`src/rtl/mux_arb_n_if.sv`:
```
// Handshake bundle for the N-way registered channel mux/arbiter.
// The master drives the input channels and the consumer ready; the slave is the mux.
interface mux_arb_n_if #(
    parameter int WIDTH = 32,
    parameter int N     = 4,
    parameter int SELW  = 2
);
    logic [N*WIDTH-1:0] in_data;
    logic [N-1:0]       in_valid;
    logic [N-1:0]       in_ready;
    logic               mode;
    logic [SELW-1:0]    sel;
    logic [WIDTH-1:0]   out_data;
    logic [SELW-1:0]    out_chan;
    logic               out_valid;
    logic               out_ready;

    modport master (
        output in_data, in_valid, mode, sel, out_ready,
        input  in_ready, out_data, out_chan, out_valid
    );

    modport slave (
        input  in_data, in_valid, mode, sel, out_ready,
        output in_ready, out_data, out_chan, out_valid
    );
endinterface

```
`src/rtl/mux_arb_n.sv`:
```
// N-way, WIDTH-bit channel multiplexer with a single output register stage.
// Fixed mode picks the channel from sel; round-robin mode searches in_valid
// starting at ptr and advances ptr past each round-robin winner.

// Per-channel ready: a channel sees ready only when it holds the grant and
// the output stage can take a beat.
module mux_arb_n_lane #(
    parameter int SELW = 2,
    parameter int IDX  = 0
) (
    input  logic            grant_vld_i,
    input  logic [SELW-1:0] grant_i,
    input  logic            can_accept_i,
    output logic            ready_o
);
    assign ready_o = grant_vld_i && (grant_i == SELW'(IDX)) && can_accept_i;
endmodule

module mux_arb_n #(
    parameter int WIDTH = 32,
    parameter int N     = 4,
    parameter int SELW  = 2
) (
    input  logic        clk,
    input  logic        rst_n,
    mux_arb_n_if.slave  bus
);
    localparam int NPAD = 1 << SELW;

    logic [WIDTH-1:0]           out_data_q, out_data_d;
    logic [SELW-1:0]            out_chan_q, out_chan_d;
    logic                       out_valid_q, out_valid_d;
    logic [SELW-1:0]            ptr_q, ptr_d;

    logic                       can_accept;
    logic                       grant_vld;
    logic [SELW-1:0]            grant;
    logic                       xfer;
    logic [N-1:0]               in_ready;
    int                         rr_idx;

    // Channels padded out to the full select range so a SELW-bit index is
    // always in bounds; phantom channels are never valid.
    logic [NPAD-1:0]            valid_pad;
    logic [NPAD-1:0][WIDTH-1:0] data_pad;

    genvar i;
    generate
        for (i = 0; i < NPAD; i++) begin : g_pad
            if (i < N) begin : g_real
                assign valid_pad[i] = bus.in_valid[i];
                assign data_pad[i]  = bus.in_data[i*WIDTH +: WIDTH];
            end else begin : g_phantom
                assign valid_pad[i] = 1'b0;
                assign data_pad[i]  = '0;
            end
        end
        for (i = 0; i < N; i++) begin : g_lane
            mux_arb_n_lane #(.SELW(SELW), .IDX(i)) u_lane (
                .grant_vld_i  (grant_vld),
                .grant_i      (grant),
                .can_accept_i (can_accept),
                .ready_o      (in_ready[i])
            );
        end
    endgenerate

    // No handshake may complete while reset is asserted.
    assign can_accept = rst_n && (!out_valid_q || bus.out_ready);

    // Grant selection: sel in fixed mode, first valid at/after ptr in round-robin.
    // The search runs from the farthest offset down so the nearest valid wins.
    always_comb begin
        grant_vld = 1'b0;
        grant     = '0;
        rr_idx    = 0;
        if (!bus.mode) begin
            if (int'(bus.sel) < N) begin
                grant_vld = 1'b1;
                grant     = bus.sel;
            end
        end else begin
            for (int k = N - 1; k >= 0; k--) begin
                rr_idx = int'(ptr_q) + k;
                if (rr_idx >= N) rr_idx = rr_idx - N;
                if (valid_pad[SELW'(rr_idx)]) begin
                    grant_vld = 1'b1;
                    grant     = SELW'(rr_idx);
                end
            end
        end
    end

    assign xfer = grant_vld && valid_pad[grant] && can_accept;

    // Output stage next state: load on transfer (replacing a draining beat),
    // clear valid on a plain drain, otherwise hold.
    always_comb begin
        out_data_d  = out_data_q;
        out_chan_d  = out_chan_q;
        out_valid_d = out_valid_q;
        ptr_d       = ptr_q;
        if (xfer) begin
            out_data_d  = data_pad[grant];
            out_chan_d  = grant;
            out_valid_d = 1'b1;
            if (bus.mode) ptr_d = (int'(grant) == N - 1) ? '0 : grant + 1'b1;
        end else if (out_valid_q && bus.out_ready) begin
            out_valid_d = 1'b0;
        end
    end

    // State registers; reset discards any buffered beat.
    always_ff @(posedge clk) begin
        if (!rst_n) begin
            out_data_q  <= '0;
            out_chan_q  <= '0;
            out_valid_q <= 1'b0;
            ptr_q       <= '0;
        end else begin
            out_data_q  <= out_data_d;
            out_chan_q  <= out_chan_d;
            out_valid_q <= out_valid_d;
            ptr_q       <= ptr_d;
        end
    end

    assign bus.in_ready  = in_ready;
    assign bus.out_data  = out_data_q;
    assign bus.out_chan  = out_chan_q;
    assign bus.out_valid = out_valid_q;
endmodule

```
`src/flat_wrapper.sv`:
```
// flat-port wrapper written by rule: the top's interface ports become plain ports
module mux_arb_n_flat 
#(
    parameter int WIDTH = 32,
    parameter int N     = 4,
    parameter int SELW  = 2
)
  (clk, rst_n, bus_in_data, bus_in_valid, bus_mode, bus_sel, bus_out_ready, bus_in_ready, bus_out_data, bus_out_chan, bus_out_valid);
  mux_arb_n_if #(.WIDTH(WIDTH), .N(N), .SELW(SELW)) bus_i ();
  input  logic clk;
  input  logic rst_n;
  input wire logic [$bits(bus_i.in_data)-1:0] bus_in_data;
  input wire logic [$bits(bus_i.in_valid)-1:0] bus_in_valid;
  input wire logic [$bits(bus_i.mode)-1:0] bus_mode;
  input wire logic [$bits(bus_i.sel)-1:0] bus_sel;
  input wire logic [$bits(bus_i.out_ready)-1:0] bus_out_ready;
  output wire logic [$bits(bus_i.in_ready)-1:0] bus_in_ready;
  output wire logic [$bits(bus_i.out_data)-1:0] bus_out_data;
  output wire logic [$bits(bus_i.out_chan)-1:0] bus_out_chan;
  output wire logic [$bits(bus_i.out_valid)-1:0] bus_out_valid;
  assign bus_i.in_data = bus_in_data;
  assign bus_i.in_valid = bus_in_valid;
  assign bus_i.mode = bus_mode;
  assign bus_i.sel = bus_sel;
  assign bus_i.out_ready = bus_out_ready;
  assign bus_in_ready = bus_i.in_ready;
  assign bus_out_data = bus_i.out_data;
  assign bus_out_chan = bus_i.out_chan;
  assign bus_out_valid = bus_i.out_valid;
  mux_arb_n #(.WIDTH(WIDTH), .N(N), .SELW(SELW)) u_core (.clk(clk), .rst_n(rst_n), .bus(bus_i));
endmodule
```
`config.mk`:
```
export PLATFORM = sky130hd
export DESIGN_NAME = mux_arb_n_flat
export DESIGN_NICKNAME = d
export VERILOG_FILES = /design/src/rtl/mux_arb_n_if.sv /design/src/rtl/mux_arb_n.sv /design/src/flat_wrapper.sv
export SDC_FILE = /design/constraint.sdc
export NUM_CORES = 1
export LEC_CHECK = 0
export ABC_AREA = 1
export BUFFER_PORTS_ARGS = -buffer_cell sky130_fd_sc_hd__buf_2
export CORE_MARGIN = 3
export CORE_UTILIZATION = 30
export CTS_BUF_LIST = sky130_fd_sc_hd__clkbuf_16
export DETAILED_ROUTE_END_ITERATION = 8
export PLACE_DENSITY = 0.59
export SYNTH_ARGS = -nofsm -noshare
export SYNTH_HDL_FRONTEND = slang
export SYNTH_HIERARCHICAL = 1
export SYNTH_SLANG_ARGS = --single-unit
```
`constraint.sdc`:
```
create_clock -name clk -period 5.7 [get_ports clk]
set_clock_uncertainty 0.2 [all_clocks]
set_input_delay 0.855 -clock clk [delete_from_list [all_inputs] [get_ports clk]]
set_output_delay 0.855 -clock clk [all_outputs]
set_load 0.02 [all_outputs]
```
==> results.yml <==
critical_path:
  path_cells: "inv_2 > nand2_1 > nand2_1 > nand2_1 > nand2_2 > nor2_1 > nor2_1 > nand2_1 > nand3_2 > nand2_2 > buf_4 > inv_2 > inv_1 > nand2_1 > nor2_2 > buf_2"
  path_class: "register to primary output"
  crit_fanout: 50
  critPathBufInv: 5
  path_common_cell: "nand2_1"
  cp-start-kind: "register"
  required_ns: 4.64
  critPathTopFamily: "simple AND/OR/NAND/NOR gates"
  endpoint_kind: "primary output"
  crit_slowest_cell: "dfxtp_1"
  slowest_delay_ns: 0.58
  arrival_ns: 3.35
floorplan:
  core_um2: 8810
  pin_count: 177
  die_w_um: 102
  die-area_um2: 10400
  placementRows: 34
  die_h_um: 102
  initial_core_util_pct: 31.3
logic_synthesis:
  netlist.area_leader.share_pct: 26.9
  yosys.area.top_type: "dfxtp_1"
  ys_top_cells_by_area: "dfxtp_1 (27%), nor2_1 (19%), nand2_1 (15%)"
  syn_area_um2: 2760
  synth_cell_type_count: 21
  postSynthCellCount: 496
  ys_warn_count: 6
  syn_area_per_cell_um2: 5.56
  ys_seq_area_share_pct: 26.9
  yosys_register_bits: 37
  syn_nets: 635
clock_network:
  htree_num_levels: 2
  numCtsBuffers: 5
  clockBufferDepth: 2
  postCtsHoldBufs: 0
  cts_tree: "built"
  post-cts-setup-buffers: 0
  clock_sinks: 37
  ctsRootBufferMaster: "clkbuf_16"
  clk_latency_ns: 0.27
  path_clk_slew_ns: 0.05
  cts_resized: 0
place:
  dpl.hpwl_um: 6590
  dpl-instance-area_um2: 3610
  place_inst: 750
  port-buffer-count: 176
  place_congestion: 0.768
  dp_slack_ns: 1.29
sta:
  drv_slew: 0
  min_period_ns: 4.41
  period_share_pct: 77.4
  tightest_slew_ns: 1.14
  setup_viol: 0
  worst_slack_ns: 1.29
  whs_ns: 0.268
  relSlewSlack_pct: 24.0
  setup_tns_ns: 0
  rsz0062_at_grt: "false"
  hold_viol_final: 0
  fmax_mhz: 227
finish:
  area_growth_pct: 36.7
  layout.cells.non_filler: 758
  final_area_um2: 3770
  nets: 788
  drive_gt1_share_pct: 31.2
  insertedDiodeCount: 0
  num-fill-cells: 964
hold_path:
  hold_path.class: "register to register"
detailed_routing:
  drcViolationCount: 0
  wire_per_inst_um: 12.0
  ant_nets: 0
  drt-initial-drc-count: 107
  post_drt_via_cell_ratio: 4.70
  firstDrtPassIters: 4
  drt_wl_total_um: 9090
  vias: 3566
global_routing:
  grt_first_pass_wirelength_um: 13800
  grt_max_degree: 68
  grt_pass1_vias: 3168
  grt_overflow: 0
  track_usage_pct: 16.1
  antenna_found_initial: 0
run_status:
  status: "complete, no violations"
job:
  maxCapViolations: 0
power_and_ir_drop:
  leakage_nw: 2.06
  pwr_density_cell_nw_per_um2: 274
  ir_worst_vdd_mv: 0.130
[synth_stat cells (all sizes together)]
cell and number:
buf 19, nand2 118, or2 1, nand3 12, o22ai 32, nor2 139
o21ai 66, inv 50, a21oi 6, clkbuf 13, nand4 2, dfxtp 37
ha 1
[registers in the layout (all words and copies together) (netlist names)]
name and cells:
u_core/ptr_q 2, u_core/bus.out_data 32, u_core/bus.out_valid 1, u_core/bus.out_chan 2
[worst reg2reg max path, cell delays in order (launching register included)]
cell and delay, ns:
dfxtp_1 0.58, inv_2 0.14, nand2_1 0.09, nand2_1 0.08
nand2_1 0.11, nand2_2 0.08, inv_2 0.06, nand3_1 0.07
nand2_1 0.07, nand2_1 0.05, nand2_1 0.06, nand2_2 0.42
inv_2 0.62, nand3_1 0.17, nand2_2 0.14, nand2_2 0.63
nand2_1 0.29, nand2_1 0.08, nor2_1 0.13
[metal layers]
metal | part of all wire, % | vias to the layer above | global-route usage [%]
li1 | - | 1868 | -
met1 | 43 | 1556 | 19.4
met2 | 49 | 132 | 30.0
met3 | 6.0 | 10 | 2.59
met4 | 1.0 | 0 | 3.83
met5 | 0 | - | 0
[stage by stage]
stage	power (W)	util, %
2_1_floorplan	0.000620	-
3_3_place_gp	0.000732	41.0
3_5_place_dp	0.000741	41.0
4_1_cts	0.00105	42.8
5_1_grt	0.00112	42.8
6_report	0.00103	42.8
[worst paths after layout]
| check | startpoint | endpoint | slack [ns] | depth (start not counted) |
|---|---|---|---|---|
| hold / removal | u_core/bus.out_chan[0] | u_core/bus.out_chan[0] | 0.27 | 2 |
| setup / recovery | u_core/ptr_q[0] | bus_in_ready[2] | 1.29 | 16 |
| hold reg to reg | u_core/bus.out_chan[0] | u_core/bus.out_chan[0] | 0.27 | 2 |
| setup reg to reg | u_core/ptr_q[0] | u_core/bus.out_data[14] | 1.55 | 18 |
[cell type report]
cell class,count,area (um2),share of cell area [%]
clock buffers,5,125,3.32
well taps,108,135,3.58
inverters,50,188,4.98
flip-flops and latches,37,741,19.6
multi-input cells,377,1650,43.7
clock inverters,3,37.5,0.996
repair buffers,178,896,23.8
[cell families (layout without fill, tap and decap cells)]
| logic type | Yosys count | after routing | share of synthesized area [%] |
|---|---|---|---|
| AO/OA/AOI/OAI | 104 | 104 | 20.5 |
| buffers and inverters | 82 | 236 | 13.4 |
| flip-flops | 37 | 37 | 26.9 |
| AND/OR/NAND/NOR | 272 | 272 | 38.8 |
| adder cells (fa/ha/maj) | 1 | 1 | 0.454 |
[placed cells by master, fill, tap and decap left out, types with 2 or more instances in the layout]
| cell | n |
|---|---|
| a21oi_1 | 6 |
| buf_2 | 176 |
| buf_4 | 2 |
| clkbuf_16 | 5 |
| dfxtp_1 | 37 |
| inv_1 | 44 |
| inv_2 | 7 |
| nand2_1 | 112 |
| nand2_2 | 6 |
| nand3_1 | 11 |
| nand4_1 | 2 |
| nor2_1 | 136 |
| nor2_2 | 3 |
| o21ai_0 | 64 |
| o22ai_1 | 32 |
[where the power goes]
group	switching (W)	total [W]	internal, W
combinational	0.000271	0.000425	0.000154
sequential	0.0000172	0.000311	0.000293
clock	0.0000959	0.000299	0.000203
Note: power is estimated with default switching activity, not from simulation.
